### src/rtl/fetch_pkg.sv
// ============================================================================
// Module      : fetch_pkg
// Description : Shared widths, next-PC select encoding and helper for the
//               fetch unit.
// Revision    : 1.0 - initial release
// ============================================================================
`default_nettype none

package fetch_pkg;

    localparam int PC_W    = 30;
    localparam int INSTR_W = 32;
    localparam int IMM_W   = 16;
    localparam int TGT_W   = 26;

    // Source of the next fetch address, in priority order of the redirects
    typedef enum logic [1:0] {
        SEL_SEQ    = 2'd0,
        SEL_JUMP   = 2'd1,
        SEL_JREG   = 2'd2,
        SEL_BRANCH = 2'd3
    } pc_sel_e;

    // Sign-extend a word-granular branch offset to PC width
    function automatic logic [PC_W-1:0] sext_imm(input logic [IMM_W-1:0] imm);
        return {{(PC_W-IMM_W){imm[IMM_W-1]}}, imm};
    endfunction

endpackage

`default_nettype wire

### src/rtl/next_pc_sel.sv
// ============================================================================
// Module      : next_pc_sel
// Description : Combinational next-PC select and adders. Redirect controls
//               are only honoured when the decode slot holds a live
//               instruction. All arithmetic wraps modulo 2^PC_W.
// Revision    : 1.0 - initial release
// ============================================================================
`default_nettype none

module next_pc_sel
    import fetch_pkg::*;
(
    input  logic [PC_W-1:0]  pc,
    input  logic [PC_W-1:0]  ir_pc,
    input  logic             ir_valid,
    input  logic             jump,
    input  logic             jump_reg,
    input  logic             branch,
    input  logic             zero,
    input  logic             inv_zero,
    input  logic [TGT_W-1:0] target_instr,
    input  logic [IMM_W-1:0] imm16,
    input  logic [PC_W-1:0]  jump_word,
    output logic [PC_W-1:0]  next_pc,
    output logic             redirect
);

    pc_sel_e         w_sel;
    logic            w_branch_taken;
    logic [PC_W-1:0] w_seq_pc;
    logic [PC_W-1:0] w_jump_pc;
    logic [PC_W-1:0] w_branch_pc;

    assign w_branch_taken = branch & (zero ^ inv_zero);
    assign w_seq_pc       = pc + PC_W'(1);
    assign w_jump_pc      = {ir_pc[PC_W-1:TGT_W], target_instr};
    assign w_branch_pc    = ir_pc + sext_imm(imm16) + PC_W'(1);

    // Priority select: jump > jump_reg > taken branch > sequential
    always_comb begin
        w_sel = SEL_SEQ;
        if (ir_valid) begin
            if (jump)
                w_sel = SEL_JUMP;
            else if (jump_reg)
                w_sel = SEL_JREG;
            else if (w_branch_taken)
                w_sel = SEL_BRANCH;
        end
    end

    // Next fetch address mux
    always_comb begin
        next_pc = w_seq_pc;
        case (w_sel)
            SEL_JUMP:   next_pc = w_jump_pc;
            SEL_JREG:   next_pc = jump_word;
            SEL_BRANCH: next_pc = w_branch_pc;
            default:    next_pc = w_seq_pc;
        endcase
    end

    assign redirect = (w_sel != SEL_SEQ);

endmodule

`default_nettype wire

### src/rtl/fetch_unit.sv
// ============================================================================
// Module      : fetch_unit
// Description : Single-stage instruction fetch. Holds PC and the fetched
//               instruction register; one-cycle fetch latency; stall freezes
//               everything. Optional macro FETCH_DELAY_SLOT_EN keeps the
//               instruction fetched alongside a redirect as a delay slot
//               instead of flushing it, and moves the link address by one.
// Revision    : 1.0 - initial release
// ============================================================================
`default_nettype none

module fetch_unit
    import fetch_pkg::*;
#(
    parameter logic [PC_W-1:0] RESET_PC = 30'h0
) (
    input  logic               clk,
    input  logic               reset,
    input  logic               stall,
    input  logic               jump,
    input  logic               jump_reg,
    input  logic               branch,
    input  logic               zero,
    input  logic               inv_zero,
    input  logic [TGT_W-1:0]   target_instr,
    input  logic [IMM_W-1:0]   imm16,
    input  logic [31:0]        jump_to,
    input  logic [INSTR_W-1:0] instr_in,
    output logic [PC_W-1:0]    pc_addr,
    output logic [INSTR_W-1:0] instr_out,
    output logic [PC_W-1:0]    instr_pc,
    output logic               instr_valid,
    output logic [31:0]        link_addr
);

`ifdef FETCH_DELAY_SLOT_EN
    // Return skips over the delay slot
    localparam logic [PC_W-1:0] c_link_ofs = PC_W'(2);
`else
    localparam logic [PC_W-1:0] c_link_ofs = PC_W'(1);
`endif

    logic [PC_W-1:0]    r_pc;
    logic [INSTR_W-1:0] r_ir;
    logic [PC_W-1:0]    r_ir_pc;
    logic               r_ir_valid;

    logic [PC_W-1:0]    w_next_pc;
    logic               w_redirect;
    logic [PC_W-1:0]    w_link_word;
    logic               w_unused_jump_lsbs;

    // Register target is a byte address; the low two bits carry no meaning
    assign w_unused_jump_lsbs = ^jump_to[1:0];

    next_pc_sel u_next_pc_sel (
        .pc           (r_pc),
        .ir_pc        (r_ir_pc),
        .ir_valid     (r_ir_valid),
        .jump         (jump),
        .jump_reg     (jump_reg),
        .branch       (branch),
        .zero         (zero),
        .inv_zero     (inv_zero),
        .target_instr (target_instr),
        .imm16        (imm16),
        .jump_word    (jump_to[31:2]),
        .next_pc      (w_next_pc),
        .redirect     (w_redirect)
    );

    // Fetch state update: reset beats stall, stall freezes, otherwise advance
    always_ff @(posedge clk) begin
        if (reset) begin
            r_pc       <= RESET_PC;
            r_ir       <= '0;
            r_ir_pc    <= '0;
            r_ir_valid <= 1'b0;
        end else if (!stall) begin
            r_ir    <= instr_in;
            r_ir_pc <= r_pc;
            r_pc    <= w_next_pc;
`ifdef FETCH_DELAY_SLOT_EN
            r_ir_valid <= 1'b1;
`else
            r_ir_valid <= ~w_redirect;
`endif
        end
    end

    assign w_link_word = r_ir_pc + c_link_ofs;

    assign pc_addr     = r_pc;
    assign instr_out   = r_ir;
    assign instr_pc    = r_ir_pc;
    assign instr_valid = r_ir_valid;
    assign link_addr   = {w_link_word, 2'b00};

endmodule

`default_nettype wire
### config.mk
export PLATFORM = sky130hd
export DESIGN_NAME = fetch_unit
export DESIGN_NICKNAME = d
export VERILOG_FILES = /design/src/rtl/fetch_pkg.sv /design/src/rtl/next_pc_sel.sv /design/src/rtl/fetch_unit.sv
export SDC_FILE = /design/constraint.sdc
export NUM_CORES = 1
export LEC_CHECK = 0
export ABC_AREA = 1
export CORE_MARGIN = 1.5
export CORE_UTILIZATION = 47
export CTS_CLUSTER_DIAMETER = 80
export CTS_CLUSTER_SIZE = 28
export DETAILED_ROUTE_END_ITERATION = 7
export PLACE_DENSITY_LB_ADDON = 0.15
export SLEW_MARGIN = 20
export SYNTH_ARGS = -nofsm -noshare
export SYNTH_HDL_FRONTEND = slang
export SYNTH_SLANG_ARGS = --single-unit
### constraint.sdc
create_clock -name clk -period 2.79 [get_ports clk]
set_input_delay 0.558 -clock clk [delete_from_list [all_inputs] [get_ports clk]]
set_output_delay 0.558 -clock clk [all_outputs]
set_load 0.01 [all_outputs]
-- Yosys cells after proc, flatten, opt, wreduce, memory -nomap -nowiden
Index checks and enable logic that the tools add are counted.
- reductions and logical operators: 1
- equality and inequality tests: 3
- add/subtract/negate cells: 4
- multiplexer cells: 5
- bitwise gates (word level): 3
- operators by type and width (operator ; count):
    30-bit by 1-bit adder with 30-bit output (second input constant) ; 3
    30-bit case mux with 3 select lines ; 1
    30-bit adder ; 1
    2-bit 2-to-1 mux ; 4
    2-bit == test (second input constant) ; 2
    2-bit by 1-bit == test with 1-bit output (second input constant) ; 1
    2-bit nonzero test ; 1
    1-bit bitwise AND ; 1
    1-bit NOT ; 1
    1-bit XOR ; 1
- output and inout bits: 125
- register bits after elaboration: 93
- bits of input ports: 114
- word-level logic and storage cells: 20

-- Logic depth before layout (Yosys ltp)
Gate-level depths: netlist (run 1).
- word-level depth: 8
- depth in mapped cells: 17
- gate-level depth less buffers: 17

-- Cells and area by module
Synthesis (run 1) repeated with hierarchy kept, for this count alone.
- cells, all modules: 1310
- area total of the unflattened synthesis: 7709.9 um^2
- by module, submodules not included (module ; sequential area each (um^2) ; area an instance (um^2) ; times used ; cells an instance):
    fetch_unit ; 1861.8 ; 3998.8 ; 1 ; 565
    next_pc_sel ; 0.0 ; 3711.1 ; 1 ; 745

-- Worst setup path after synthesis (run 1)
Ideal clock, no wire load.
- kind: register -> output
- start: reg r_ir_pc[1] (netlist: instr_pc[1])
- end: out link_addr[26]
- slack: 351 ps
- arrival time: 1881 ps
- stages on the path, launching flop included: 11
- buffers on the path: 0
- cell sequence: dfxtp_1 ha_1 nand2_1 nor3_4 nand2_2 nor2_4 nand4_4 nor2_4 nand3_4 nor2_2 xor2_1
- word-level cells in the longest chain between the ends: 1
- RTL lines (what ; line ; text):
    start, declared ; fetch_unit.sv:45 ; logic [PC_W-1:0] r_ir_pc;
    start signal, assigned ; fetch_unit.sv:81 ; r_ir_pc <= r_pc;
    30-bit by 1-bit adder with 30-bit output ; fetch_unit.sv:91 ; assign w_link_word = r_ir_pc + c_link_ofs;
    end, declared ; fetch_unit.sv:33 ; output logic [31:0] link_addr
Every way passes these cells.

-- Worst setup path after layout (run 1)
- start: reg r_ir_pc[1] (netlist: instr_pc[1])
- end: out link_addr[12]
The elaborated chain is that of the path after synthesis.

==> flow_summary.yaml, run 1 <==
placed_design:
  gp_congestion: 1.001
  place_area_mm2: 0.01033
  numPortBuffers: 234
  pre_cts_ws_ns: -0.1950
  dp_hpwl_um: 21730
finish:
  fin_area_mm2: 0.01076
  final_core_util_pct: 70.75
  nets: 1652
  drive_gt1_share_pct: 10.33
  num_antenna_cells: 0
  area_growth_pct: 47.42
job:
  cap_violations: 0
timing:
  slew_headroom_pct: 48.61
  tightestPinTransition_ns: 0.7708
  tns_ns: 0
  finalHoldViolations: 0
  clock-skew-final_ns: 0.004174
  period_minus_slack_ns: 2.734
  setup_ws_ns: 0.05608
  fmax_mhz: 365.8
  finalSetupViolations: 0
  slew_violations: 0
  timing.final.crit_share_pct: 97.99
die:
  start_util_pct: 47.99
  die_y_um: 127.6
  core_mm2: 0.01520
  io_pins: 239
  placementRows: 45
  dieArea_mm2: 0.01628
  dieWidth_um: 127.6
global_route:
  gr-total-overflow: 0
  antenna_found_initial: 0
  grt_max_degree: 81
  grtUsageTotal_pct: 32.97
  grt_pass1_wl_um: 41800
  grt_pass1_vias: 8270
worst_setup_path:
  start_kind: "flip-flop"
  cp_common_cell: "nand2_2"
  critical-path-max-stage-delay_ns: 0.59
  cp_data_arrival_time_ns: 2.18
  path_cells: "ha_4, nand2_2, nor3_4, nand2_2, buf_4, xor2_1, clkdlybuf4s50_1"
  cpMaxStageDelayCell: "clkdlybuf4s50_1"
  end_kind: "output pin"
  critPathKind: "flip-flop to output pin"
  cp.required_ns: 2.23
  cp_max_fo: 4
yosys:
  yosys.area.top_type: "dfxtp_1"
  synth.distinct_cells: 44
  ys_seq_area_share_pct: 25.52
  syn_area_mm2: 0.007296
  synth-edff-count: 0
  ys_ff_latch: 93
  syn_avg_cell_area_um2: 6.020
  async_flop_share_pct: 0
  synthFlopType: "dfxtp_1"
  yosysTopAreaCellShare_pct: 25.52
  synthTopCellsByArea: "dfxtp_1 (26%), nand2_1 (16%), inv_1 (7.7%)"
  synth_cells: 1212
  ys_warn_count: 0
clock_tree:
  ctsHoldBuffers: 0
  cts_buffers: 9
  clk_path_buf_depth: 2
  tritoncts: "done"
  htreeDepth: 3
  insertion_delay_ns: 0.34
  clockRootBuffer: "clkbuf_16"
  cts_sinks: 93
  path_clk_slew_ns: 0.06
drt:
  first_pass_iters: 5
  viasPerCell: 5.313
  detail-route-antenna-nets: 0
  drt_wl_total_um: 27340
  wl_per_cell_um: 16.10
  dr.first_iter.drc_count: 840
  drcViolationCount: 0
  vias: 9022
worst_hold_path:
  hold_path.class: "flip-flop to flip-flop"
power_and_ir_drop:
  p_leak_nw: 5.011
  p_per_area_mw_per_mm2: 394.7
  ir_drop_mv: 0.3240
outcome:
  status: "finished clean"
sequential cells by signal, summed over array words and instances, names as in the netlist:
name,cells
pc_addr,30
instr_out,32
instr_valid,1
instr_pc,30
power by group:
part / internal (mW) / switching (mW)
clock network: 0.780 / 0.523
logic: 0.684 / 0.719
registers: 1.43 / 0.114
cell type report:
type | count | area (um^2)
Clock inverter | 6 | 88.84
Tap cell | 188 | 235.2
Inverter | 153 | 574.3
Multi-Input combinational cell | 926 | 4778
Sequential cell | 93 | 1876
Clock buffer | 9 | 225.2
Fill cell | 1405 | 4447
Timing Repair Buffer | 323 | 2978
critical path, delay by kind of cell (launching register included):
family                   cells  cell delay [ns]
XOR/XNOR                     1             0.22
adder cells (fa/ha/maj)      1             0.15
AND/OR/NAND/NOR              3             0.34
buffers and inverters        2             0.75
flip-flops                   1             0.38
cell usage in the layout (no fill, tap or decap), types with 30 or more instances in the layout:
master and n:
nand3_1 79, clkdlybuf4s50_1 217, nor2_1 147, nand2_1 306, a21oi_1 102, buf_4 89, ha_1 30, o21ai_0 100
dfxtp_1 86, xor2_1 36, inv_1 149
kinds of logic (layout without fill, tap and decap cells):
kind of cell / Yosys count / in the layout / synth area share, %
other cells: 1 / 2 / 0.05140
fa+ha+maj: 32 / 32 / 5.591
compound gates: 228 / 228 / 16.45
buf+inv: 194 / 491 / 10.17
simple gates: 615 / 615 / 36.34
xor+xnor: 49 / 49 / 5.882
flops: 93 / 93 / 25.52
worst paths after layout:
kind / cells past startpoint / start / end / slack (ns)
setup reg to reg: 16 / instr_pc[0]$_SDFFE_PP0N_ / pc_addr[28]$_SDFFE_PP0N_ / 0.35
setup / recovery: 7 / instr_pc[1]$_SDFFE_PP0N_ / link_addr[12] / 0.06
hold reg to reg: 2 / instr_out[8]$_SDFFE_PP0N_ / instr_out[8]$_SDFFE_PP0N_ / 0.48
hold / removal: 2 / instr_out[8]$_SDFFE_PP0N_ / instr_out[8]$_SDFFE_PP0N_ / 0.48
per-stage QoR:
step	total power, mW	hold slack (ns)	instances
CTS	4.240	0.4855	1694
finish	4.245	0.4825	1698
global route	4.459	0.5099	1698
floorplan	2.223	0.5105	1213
detailed placement	2.953	0.4696	1678
global placement	2.931	0.4613	1678
per-layer routing:
metal	GRT usage, %	part of all wire [%]	up-vias
met5	0	0	-
met4	11.04	2.7	0
met3	4.188	7.0	47
met2	56.57	48	348
met1	42.91	43	4124
li1	-	-	4503
cell usage after synthesis (all sizes together), types with 13 or more instances:
cell type	instances
xor2	36
nand3	83
o21ai	103
nand2	311
xnor2	13
inv	151
nor2	158
a22oi	14
nand4	17
dfxtp	93
a21oi	102
nor3	26
clkbuf	31
ha	31
repair_timing:
item	CTS	global route
resized for setup	32	24
endpoints found under the setup margin	15	14
endpoints found under the hold margin	0	0
pin swaps	4	9
setup buffers	1	4
Note: power is estimated with default switching activity, not from simulation.
==> run 2, diff against run 1 <==
Settings changed: CORE_UTILIZATION 47 to 42.
==> run 2 against run 1 <==
  * Sequential share of layout area is 0.23 points lower
  * Final cell count up 2.4%
  * Critical path depth up 4
  * Worst setup slack lost 0.0092 ns
  * Combinational power hardly changed
  * First-iteration DRC count decreased by 4.5%
  * Global-route usage fell by 2.3 points
  * Clock skew rose by 0.0068 ns
  * Register-to-register slack lost 0.10 ns
  * Clock-buffer cell count is the same
  * Flip-flop and latch count is the same
==> flow_summary.yaml, run 2 (same netlist as run 1, synthesis figures left out) <==
worst_setup_path:
  r2r_cells: 17
  setup.worst_path.end: "link_addr[31]"
  r2r-start: "instr_pc[0]$_SDFFE_PP0N_"
  cp.required_ns: 2.23
  cp_max_fo: 3
  critPathKind: "flip-flop to output pin"
  cp_data_arrival_time_ns: 2.19
  end_kind: "output pin"
  r2r-end: "pc_addr[26]$_SDFFE_PP0N_"
  startpoint: "instr_pc[1]$_SDFFE_PP0N_"
  start_kind: "flip-flop"
  r2r_setup_slack_ns: 0.25
timing:
  tightestPinTransition_ns: 0.8063
  finalHoldViolations: 0
  finalSetupViolations: 0
  period_minus_slack_ns: 2.743
  hold_slack_ns: 0.4839
  slew_violations: 0
  timing.final.crit_share_pct: 98.32
  clock-skew-final_ns: 0.01096
  fmax_mhz: 364.6
  slew_headroom_pct: 46.25
  grt_setup_unrepaired: "true"
global_route:
  antenna_found_initial: 0
  grt_pass1_vias: 8295
  grt_max_degree: 81
  grtUsageTotal_pct: 30.72
  grt_pass1_wl_um: 43170
  gr-total-overflow: 0
die:
  die_y_um: 134.8
  placementRows: 48
  io_pins: 239
  core_mm2: 0.01712
  dieArea_mm2: 0.01817
  start_util_pct: 42.62
  dieWidth_um: 134.8
finish:
  drive_gt1_share_pct: 10.44
  num_antenna_cells: 0
  area_growth_pct: 48.98
  largest_reg_flops: 32
  fin_area_mm2: 0.01087
  nets: 1655
  layout.cells.most_common: "nand2_1"
  mostFrequentLayoutCells: "nand2_1 (305), clkdlybuf4s50_1 (215), inv_1 (149)"
placed_design:
  numPortBuffers: 234
  place_area_mm2: 0.01045
  dp_hpwl_um: 22110
  gp_congestion: 0.9575
clock_tree:
  tritoncts: "done"
  clockRootBuffer: "clkbuf_16"
  insertion_delay_ns: 0.35
  ctsHoldBuffers: 0
  path_clk_slew_ns: 0.08
  cts_sinks: 93
  htreeDepth: 3
  cts_buffers: 9
  clk_path_buf_depth: 2
drt:
  viasPerCell: 5.180
  wl_per_cell_um: 16.15
  detail-route-antenna-nets: 0
  first_pass_iters: 5
  drcViolationCount: 0
  vias: 9008
  drt_wl_total_um: 28080
  dr.first_iter.drc_count: 802
outcome:
  status: "finished clean"
power_and_ir_drop:
  power.total_mw: 4.292
  ir_drop_mv: 0.3116
  p_leak_nw: 5.040
  p_per_area_mw_per_mm2: 394.8
worst_hold_path:
  hold_path.class: "flip-flop to flip-flop"
job:
  cap_violations: 0
run 2: report_power, final:
group	switching (mW)	leakage (nW)	internal [mW]
registers	0.113	0.773	1.42
clock network	0.614	0.156	0.721
logic	0.733	4.11	0.687
run 2: per-stage QoR:
stage	utilization [%]	setup WS (ns)	setup TNS, ns	cells
after CTS	63.18	-0.06160	-0.1602	1737
final	63.50	0.04691	0	1739
after global placement	61.07	-0.03869	-0.08253	1718
after detailed placement	61.07	-0.1035	-0.4094	1718
after global routing	63.50	-0.05170	-0.1439	1739
after floorplan	-	0.3514	0	1213
run 2: area by class of cell:
cell class	count	area [um^2]
sequential	93	1871
inverter	153	574.3
tap	225	281.5
clock buffer	9	225.2
clock inverter	7	95.09
multi-input combinational	926	4786
fill	1690	6247
timing repair buffer	326	3037
run 2: how the worst min path moves through the flow:
stage | endpoint | slack, ns | depth (start not counted) | startpoint
floorplan | instr_out[0]$_SDFFE_PP0N_ | 0.51 | 2 | instr_out[0]$_SDFFE_PP0N_
global placement | instr_out[15]$_SDFFE_PP0N_ | 0.46 | 2 | instr_out[15]$_SDFFE_PP0N_
detailed placement | instr_out[21]$_SDFFE_PP0N_ | 0.47 | 2 | instr_out[21]$_SDFFE_PP0N_
CTS | instr_out[1]$_SDFFE_PP0N_ | 0.49 | 2 | instr_out[1]$_SDFFE_PP0N_
global route | instr_out[21]$_SDFFE_PP0N_ | 0.50 | 2 | instr_out[21]$_SDFFE_PP0N_
finish | instr_out[1]$_SDFFE_PP0N_ | 0.48 | 2 | instr_out[1]$_SDFFE_PP0N_
run 2: worst max-delay path, cell delays in order, from the launching register on:
cell and delay, ns:
dfxtp_4 0.37, buf_6 0.10, nand2_4 0.05, nor2_4 0.11, nand2_2 0.08, nor2_4 0.16, nand2_2 0.10, nor2_4 0.15
nand4_4 0.13, nor4_4 0.25, xor2_1 0.17, buf_2 0.15
run 2: routing by layer:
layer / global-route usage, % / up-vias / share of wire (%)
met5: 0 / - / 0
met4: 10.04 / 0 / 2.6
met3: 4.467 / 54 / 7.3
met2: 50.28 / 329 / 46
li1: - / 4521 / -
met1: 41.59 / 4104 / 45
run 2: timing repair:
action,CTS,global route
endpoints found under the setup margin,16,14
pin swaps,7,14
resized for setup,46,23
cloned,0,0
setup buffers,3,2
